$ cat config.mk
export PLATFORM = sky130hd
export DESIGN_NAME = uart_rx_flat
export DESIGN_NICKNAME = d
export VERILOG_FILES = /design/src/rtl/uart_rx_if.sv /design/src/rtl/uart_rx.sv /design/src/flat_wrapper.sv
export SDC_FILE = /design/constraint.sdc
export NUM_CORES = 1
export LEC_CHECK = 0
export CORE_MARGIN = 2
export CORE_UTILIZATION = 41
export DETAILED_ROUTE_END_ITERATION = 10
export PLACE_DENSITY_LB_ADDON = 0.12
export SYNTH_ARGS = -nofsm -noshare
export SYNTH_HDL_FRONTEND = slang
export SYNTH_SLANG_ARGS = --single-unit
$ cat constraint.sdc
create_clock -name clk -period 1.66 [get_ports clk]
set_input_delay 0.332 -clock clk [delete_from_list [all_inputs] [get_ports clk]]
set_output_delay 0.332 -clock clk [all_outputs]
set_load 0.03 [all_outputs]
$ cat src/rtl/uart_rx_if.sv
`default_nettype none
// +----------------------------------------------------------------------------+
// | uart_rx_if : received-byte handshake and status bundle for uart_rx         |
// | Revision   : 1.0                                                           |
// +----------------------------------------------------------------------------+
interface uart_rx_if #(
    parameter int WIDTH = 8
);
    logic [WIDTH-1:0] rx_data;
    logic             rx_valid;
    logic             rx_ready;
    logic             frame_err;
    logic             overrun;
    logic             busy;

    modport master (
        output rx_data,
        output rx_valid,
        output frame_err,
        output overrun,
        output busy,
        input  rx_ready
    );

    modport slave (
        input  rx_data,
        input  rx_valid,
        input  frame_err,
        input  overrun,
        input  busy,
        output rx_ready
    );
endinterface
`default_nettype wire

$ cat src/rtl/uart_rx.sv
`default_nettype none
// +----------------------------------------------------------------------------+
// | uart_rx  : oversampling UART receiver with framing check, one-byte holding |
// |            register and valid/ready output handshake                       |
// | Revision : 1.0                                                             |
// +----------------------------------------------------------------------------+
module uart_rx #(
    parameter int WIDTH        = 8,
    parameter int CLKS_PER_BIT = 2
) (
    input  wire logic clk,
    input  wire logic rst,
    input  wire logic uart_rx_line,
    uart_rx_if.master rx
);

    localparam int c_cnt_w  = (CLKS_PER_BIT > 1) ? $clog2(CLKS_PER_BIT) : 1;
    localparam int c_bcnt_w = $clog2(WIDTH) + 1;

    localparam logic [c_cnt_w-1:0]  c_cnt_one  = c_cnt_w'(1);
    localparam logic [c_cnt_w-1:0]  c_bit_last = c_cnt_w'(CLKS_PER_BIT - 1);
    localparam logic [c_cnt_w-1:0]  c_half_last = c_cnt_w'(CLKS_PER_BIT / 2 - 1);
    localparam logic [c_bcnt_w-1:0] c_bcnt_one = c_bcnt_w'(1);
    localparam logic [c_bcnt_w-1:0] c_last_bit = c_bcnt_w'(WIDTH - 1);

    typedef enum logic [2:0] {
        S_IDLE      = 3'd0,
        S_START     = 3'd1,
        S_DATA      = 3'd2,
        S_STOP      = 3'd3,
        S_WAIT_IDLE = 3'd4
    } state_t;

    state_t               r_state;
    logic                 r_sync1;
    logic                 r_sync2;
    logic [c_cnt_w-1:0]   r_cnt;
    logic [c_bcnt_w-1:0]  r_bitcnt;
    logic [WIDTH-1:0]     r_shift;
    logic [WIDTH-1:0]     r_data;
    logic                 r_valid;
    logic                 r_frame_err;
    logic                 r_overrun;
    logic                 r_busy;

    logic                 w_accept;
    logic                 w_handshake;

    // Synchronizer idles high so reset never looks like a start bit.
    always_ff @(posedge clk or posedge rst) begin
        if (rst) begin
            r_sync1 <= 1'b1;
            r_sync2 <= 1'b1;
        end else begin
            r_sync1 <= uart_rx_line;
            r_sync2 <= r_sync1;
        end
    end

    always_ff @(posedge clk or posedge rst) begin
        if (rst) begin
            r_state     <= S_IDLE;
            r_cnt       <= '0;
            r_bitcnt    <= '0;
            r_shift     <= '0;
            r_frame_err <= 1'b0;
            r_busy      <= 1'b0;
        end else begin
            r_frame_err <= 1'b0;
            case (r_state)
                S_IDLE: begin
                    if (!r_sync2) begin
                        r_state <= S_START;
                        r_cnt   <= '0;
                        r_busy  <= 1'b1;
                    end
                end
                S_START: begin
                    if (r_cnt == c_half_last) begin
                        if (r_sync2) begin
                            r_state <= S_IDLE;
                            r_busy  <= 1'b0;
                        end else begin
                            r_state  <= S_DATA;
                            r_cnt    <= '0;
                            r_bitcnt <= '0;
                        end
                    end else begin
                        r_cnt <= r_cnt + c_cnt_one;
                    end
                end
                S_DATA: begin
                    if (r_cnt == c_bit_last) begin
                        // Right shift lands the first (LSB) bit at position 0 after WIDTH samples.
                        r_shift  <= {r_sync2, r_shift[WIDTH-1:1]};
                        r_cnt    <= '0;
                        r_bitcnt <= r_bitcnt + c_bcnt_one;
                        if (r_bitcnt == c_last_bit) begin
                            r_state <= S_STOP;
                        end
                    end else begin
                        r_cnt <= r_cnt + c_cnt_one;
                    end
                end
                S_STOP: begin
                    if (r_cnt == c_bit_last) begin
                        r_cnt <= '0;
                        if (r_sync2) begin
                            r_state <= S_IDLE;
                            r_busy  <= 1'b0;
                        end else begin
                            r_state     <= S_WAIT_IDLE;
                            r_frame_err <= 1'b1;
                        end
                    end else begin
                        r_cnt <= r_cnt + c_cnt_one;
                    end
                end
                S_WAIT_IDLE: begin
                    if (r_sync2) begin
                        r_state <= S_IDLE;
                        r_busy  <= 1'b0;
                    end
                end
                default: begin
                    r_state <= S_IDLE;
                    r_busy  <= 1'b0;
                end
            endcase
        end
    end

    assign w_accept    = (r_state == S_STOP) && (r_cnt == c_bit_last) && r_sync2;
    assign w_handshake = r_valid && rx.rx_ready;

    // Holding register: a simultaneous consume makes room for the new byte.
    always_ff @(posedge clk or posedge rst) begin
        if (rst) begin
            r_data    <= '0;
            r_valid   <= 1'b0;
            r_overrun <= 1'b0;
        end else begin
            if (w_accept && (!r_valid || rx.rx_ready)) begin
                r_data  <= r_shift;
                r_valid <= 1'b1;
            end else if (w_handshake) begin
                r_valid <= 1'b0;
            end

            if (w_accept && r_valid && !rx.rx_ready) begin
                r_overrun <= 1'b1;
            end else if (w_handshake && !w_accept) begin
                r_overrun <= 1'b0;
            end
        end
    end

    assign rx.rx_data   = r_data;
    assign rx.rx_valid  = r_valid;
    assign rx.frame_err = r_frame_err;
    assign rx.overrun   = r_overrun;
    assign rx.busy      = r_busy;

endmodule
`default_nettype wire
$ cat src/flat_wrapper.sv
// flat-port wrapper written by rule: the top's interface ports become plain ports
module uart_rx_flat 
#(
    parameter int WIDTH        = 8,
    parameter int CLKS_PER_BIT = 2
)
  (clk, rst, uart_rx_line, rx_rx_data, rx_rx_valid, rx_frame_err, rx_overrun, rx_busy, rx_rx_ready);
  uart_rx_if #(.WIDTH(WIDTH)) rx_i ();
  input  wire logic clk;
  input  wire logic rst;
  input  wire logic uart_rx_line;
  output wire logic [$bits(rx_i.rx_data)-1:0] rx_rx_data;
  output wire logic [$bits(rx_i.rx_valid)-1:0] rx_rx_valid;
  output wire logic [$bits(rx_i.frame_err)-1:0] rx_frame_err;
  output wire logic [$bits(rx_i.overrun)-1:0] rx_overrun;
  output wire logic [$bits(rx_i.busy)-1:0] rx_busy;
  input wire logic [$bits(rx_i.rx_ready)-1:0] rx_rx_ready;
  assign rx_rx_data = rx_i.rx_data;
  assign rx_rx_valid = rx_i.rx_valid;
  assign rx_frame_err = rx_i.frame_err;
  assign rx_overrun = rx_i.overrun;
  assign rx_busy = rx_i.busy;
  assign rx_i.rx_ready = rx_rx_ready;
  uart_rx #(.WIDTH(WIDTH), .CLKS_PER_BIT(CLKS_PER_BIT)) u_core (.clk(clk), .rst(rst), .uart_rx_line(uart_rx_line), .rx(rx_i));
endmodule
==> flow_summary.html <==
<table>
<tr><th>Metric</th><th>Value</th></tr>
<tr><th colspan="2">Run status</th></tr>
<tr><td>Outcome</td><td>completed</td></tr>
<tr><th colspan="2">Drt</th></tr>
<tr><td>Number of vias in the routed layout</td><td>815</td></tr>
<tr><td>Antenna-violating nets left</td><td>0</td></tr>
<tr><td>DRC violations left</td><td>0</td></tr>
<tr><td>Wire per inst</td><td>13.5 um</td></tr>
<tr><td>Number of DRC violations after detailed-routing iteration 0</td><td>12</td></tr>
<tr><td>Number of iterations in the first detailed-routing pass</td><td>4</td></tr>
<tr><td>Via count normalized by instance count</td><td>5.16</td></tr>
<tr><td>Wirelength, routed</td><td>2.14 mm</td></tr>
<tr><th colspan="2">Finish</th></tr>
<tr><td>Design area</td><td>0.00156 sq mm</td></tr>
<tr><td>Sequential standard cell area</td><td>753 sq um</td></tr>
<tr><td>Nets@finish</td><td>130</td></tr>
<tr><td>Area growth, synth to finish</td><td>22.2%</td></tr>
<tr><td>Area of combinational cells with multiple inputs</td><td>484 sq um</td></tr>
<tr><td>Non-Filler Instances</td><td>158</td></tr>
<tr><td>Leading cell type in the layout, fill and taps excluded</td><td>dfrtp_1</td></tr>
<tr><td>Leading cell types in the layout, fill and taps excluded</td><td>dfrtp_1, mux2_2, dlygate4sd2_1, buf_4</td></tr>
<tr><td>Count of inserted antenna diode cells</td><td>0</td></tr>
<tr><td>Fill cell instance count of the final layout</td><td>270</td></tr>
<tr><td>Share of cells above drive strength 1</td><td>32.8%</td></tr>
<tr><th colspan="2">Die</th></tr>
<tr><td>Core Area</td><td>0.00300 sq mm</td></tr>
<tr><td>Top Ports</td><td>16</td></tr>
<tr><td>Horizontal die dimension</td><td>59.9 um</td></tr>
<tr><td>Initial core utilization</td><td>42.6%</td></tr>
<tr><td>Standard-cell row count</td><td>20</td></tr>
<tr><td>Chip height</td><td>59.9 um</td></tr>
<tr><td>Die footprint</td><td>0.00359 sq mm</td></tr>
<tr><th colspan="2">GRT</th></tr>
<tr><td>Global-route total usage across every layer</td><td>15.1%</td></tr>
<tr><td>Wire length of the first global-routing pass</td><td>3.82 mm</td></tr>
<tr><td>Maximum number of pins on one net before global-route repair</td><td>31</td></tr>
<tr><td>Number of antenna violations at the first check in global routing</td><td>0</td></tr>
<tr><td>Vias in the first global route</td><td>844</td></tr>
<tr><td>Grt total ovfl</td><td>0</td></tr>
<tr><th colspan="2">Clock network</th></tr>
<tr><td>Number of buffers created by CTS</td><td>5</td></tr>
<tr><td>Cell chosen for the clock root</td><td>clkbuf_4</td></tr>
<tr><td>CTS HTree Levels</td><td>2</td></tr>
<tr><td>Clk pin slew, worst setup/hold paths</td><td>0.08 ns</td></tr>
<tr><td>Total number of clock tree sinks</td><td>30</td></tr>
<tr><td>Clock tree from TritonCTS</td><td>done</td></tr>
<tr><td>Post-CTS Setup Bufs</td><td>0</td></tr>
<tr><td>Number of buffers on the longest clock path</td><td>2</td></tr>
<tr><td>Hold buffer count at cts</td><td>0</td></tr>
<tr><td>Clock insertion delay at the later pin of the skew report</td><td>0.33 ns</td></tr>
<tr><th colspan="2">Power and ir drop</th></tr>
<tr><td>Pleak</td><td>0.000770 uW</td></tr>
<tr><td>Worst supply voltage drop on vdd</td><td>0.000700 V</td></tr>
<tr><td>Total power divided by cell area</td><td>1740 mW/mm^2</td></tr>
<tr><th colspan="2">Setup path</th></tr>
<tr><td>Buffer and inverter count on the worst path</td><td>0</td></tr>
<tr><td>CP cell instances</td><td>or4b_1 &gt; a21o_1 &gt; a221o_1</td></tr>
<tr><td>Largest stage delay, worst path</td><td>0.52 ns</td></tr>
<tr><td>Required time worst endpoint</td><td>1.87 ns</td></tr>
<tr><td>Depth of the worst register-to-register path</td><td>3</td></tr>
<tr><td>Category of the critical setup timing path</td><td>reg2reg</td></tr>
<tr><td>Slowest cell on the critical path</td><td>or4b_1</td></tr>
<tr><td>CP Data Arrival Time</td><td>1.81 ns</td></tr>
<tr><td>Kind of capture point of the worst setup path</td><td>flop</td></tr>
<tr><td>Largest fanout on the critical path</td><td>4</td></tr>
<tr><td>Cell count along the critical path</td><td>3</td></tr>
<tr><td>CP Launch Type</td><td>flop</td></tr>
<tr><td>Family with the most delay on the worst path</td><td>compound AO/OA/AOI/OAI gates</td></tr>
<tr><th colspan="2">STA</th></tr>
<tr><td>Slew at the pin closest to its max-slew limit</td><td>0.366 ns</td></tr>
<tr><td>Summed negative setup slack over all endpoints</td><td>0 ns</td></tr>
<tr><td>Worst Setup Slack, final</td><td>0.0577 ns</td></tr>
<tr><td>Period utilization</td><td>96.5%</td></tr>
<tr><td>Unrepaired setup endpoints after global routing</td><td>no</td></tr>
<tr><td>Final hold viol count</td><td>0</td></tr>
<tr><td>Worst clock skew</td><td>0.00657 ns</td></tr>
<tr><td>Final Slew Violations</td><td>0</td></tr>
<tr><td>Crit path time final</td><td>1.60 ns</td></tr>
<tr><td>Final setup violation count</td><td>0</td></tr>
<tr><td>Maximum clock frequency</td><td>0.624 GHz</td></tr>
<tr><td>Max transition margin</td><td>75.6%</td></tr>
<tr><th colspan="2">Synthesis</th></tr>
<tr><td>Number of nets produced by synthesis</td><td>103</td></tr>
<tr><td>Proportion of netlist area held by the largest area contributor</td><td>54.7%</td></tr>
<tr><td>Sequential-to-total area share from yosys stat</td><td>58.8%</td></tr>
<tr><td>Flip-flop and latch count after synthesis</td><td>30</td></tr>
<tr><td>Dominant synthesized flop cell</td><td>dfrtp_1</td></tr>
<tr><td>Synth warn</td><td>0</td></tr>
<tr><td>Biggest area contributors in the synthesized netlist</td><td>dfrtp_1, mux2_2, dfstp_2, a211oi_1, nand3b_1</td></tr>
<tr><td>Count of unique library cells instantiated by Yosys</td><td>32</td></tr>
<tr><td>Gate count of the mapped netlist</td><td>98</td></tr>
<tr><td>Cell taking the most area after synthesis</td><td>dfrtp_1</td></tr>
<tr><td>Synth Cell Area</td><td>0.00128 sq mm</td></tr>
<tr><td>Post-synth EDFFs</td><td>0</td></tr>
<tr><td>Asr flop ratio synth</td><td>100%</td></tr>
<tr><td>Post-Synthesis Mean Instance Area</td><td>13.1 sq um</td></tr>
<tr><th colspan="2">Min path</th></tr>
<tr><td>Instance count along the most critical hold path</td><td>0</td></tr>
<tr><td>Type of the worst min-delay path</td><td>reg2reg</td></tr>
<tr><th colspan="2">Place</th></tr>
<tr><td>Detailed placer's ending HPWL</td><td>1.43 mm</td></tr>
<tr><td>Final estimated routing congestion in global placement</td><td>0.692</td></tr>
<tr><td>Pre-CTS worst setup slack</td><td>0.0157 ns</td></tr>
<tr><td>Post-Place Cell Area</td><td>0.00153 sq mm</td></tr>
<tr><td>Count of port buffers added during placement</td><td>15</td></tr>
<tr><td>Number of cells after detailed placement</td><td>151</td></tr>
<tr><th colspan="2">Job</th></tr>
<tr><td>Number of max-cap violations</td><td>0</td></tr>
</table>
## cells in the mapped netlist (2+ instances only)
library cell / count
a211oi_1: 3
inv_1: 4
dfrtp_1: 28
nor3b_1: 2
nor2_1: 5
nor4_1: 2
nand2_1: 2
a21oi_1: 3
nand3_1: 3
mux2_2: 17
dfstp_2: 2
nand2b_1: 3
clkbuf_1: 3
nand3b_1: 3
## cell families after synthesis
logic type | Yosys count | synth area share [%]
flip-flops | 30 | 58.8
AND/OR/NAND/NOR | 26 | 12.5
multiplexers | 18 | 15.7
AO/OA/AOI/OAI | 13 | 7.92
buffers and inverters | 9 | 3.32
XOR/XNOR | 1 | 0.684
adder cells (fa/ha/maj) | 1 | 0.977
## timing repair
item	in CTS	in global routing
endpoints found under the setup margin	12	1
pin swaps	0	1
endpoints found under the hold margin	0	0
resized for setup	12	0
## path summary, 6_finish.rpt
check	from	endpoint	slack, ns
worst max-delay path	u_core.r_state[1]	u_core.r_bitcnt[3]	0.06
worst min-delay path	u_core.r_sync1	u_core.r_sync2	0.36
worst max register to register	u_core.r_state[1]	u_core.r_bitcnt[3]	0.06
worst min register to register	u_core.r_sync1	u_core.r_sync2	0.36
max in group asynchronous	rst	u_core.r_sync1	0.97
min in group asynchronous	rst	u_core.rx.rx_data[1]	0.37
## worst reg2reg max path: cells and delay by family, from the launching register on
kind / cells / cell delay [ns]
simple gates: 1 / 0.52
compound gates: 2 / 0.57
flops: 1 / 0.40
## report_power, final
| group | total (uW) | switching (uW) | leakage [uW] | internal, uW |
|---|---|---|---|---|
| clock network | 389 | 237 | 0.0000308 | 152 |
| logic | 1160 | 593 | 0.000354 | 563 |
| registers | 1170 | 175 | 0.000385 | 1000 |
| total | 2720 | 1000 | 0.000770 | 1710 |
## cell type report
cell class / count / area share, %
multi-input cells: 59 / 31.0
well taps: 33 / 2.64
inverters: 4 / 0.960
repair buffers: 25 / 14.2
clock buffers: 5 / 2.40
clock inverters: 2 / 0.640
flip-flops and latches: 30 / 48.2
## flip-flops by register name (all words and copies together), names as in the netlist
register             cells
u_core.r_shift           8
u_core.rx.rx_data        8
u_core.r_bitcnt          4
u_core.r_state           3
u_core.r_cnt             1
u_core.r_sync1           1
u_core.r_sync2           1
u_core.rx.busy           1
u_core.rx.frame_err      1
u_core.rx.overrun        1
u_core.rx.rx_valid       1
## metal layers
metal	vias up	global-route usage [%]	share of wire [%]
li1	406	-	-
met1	381	19.9	50
met2	22	20.8	42
met3	6	5.19	5.3
met4	0	10.2	2.5
met5	-	0	0
## metrics by stage
| stage | power [uW] | hold WS [ns] | utilization [%] |
|---|---|---|---|
| finish | 2720 | 0.359 | 52.1 |
| detailed placement | 2420 | 0.348 | 51.0 |
| global route | 2930 | 0.364 | 52.1 |
| global placement | 2390 | 0.346 | 51.0 |
| floorplan | 2000 | 0.336 | - |
| CTS | 2760 | 0.361 | 52.1 |
Note: power is estimated with default switching activity, not from simulation.
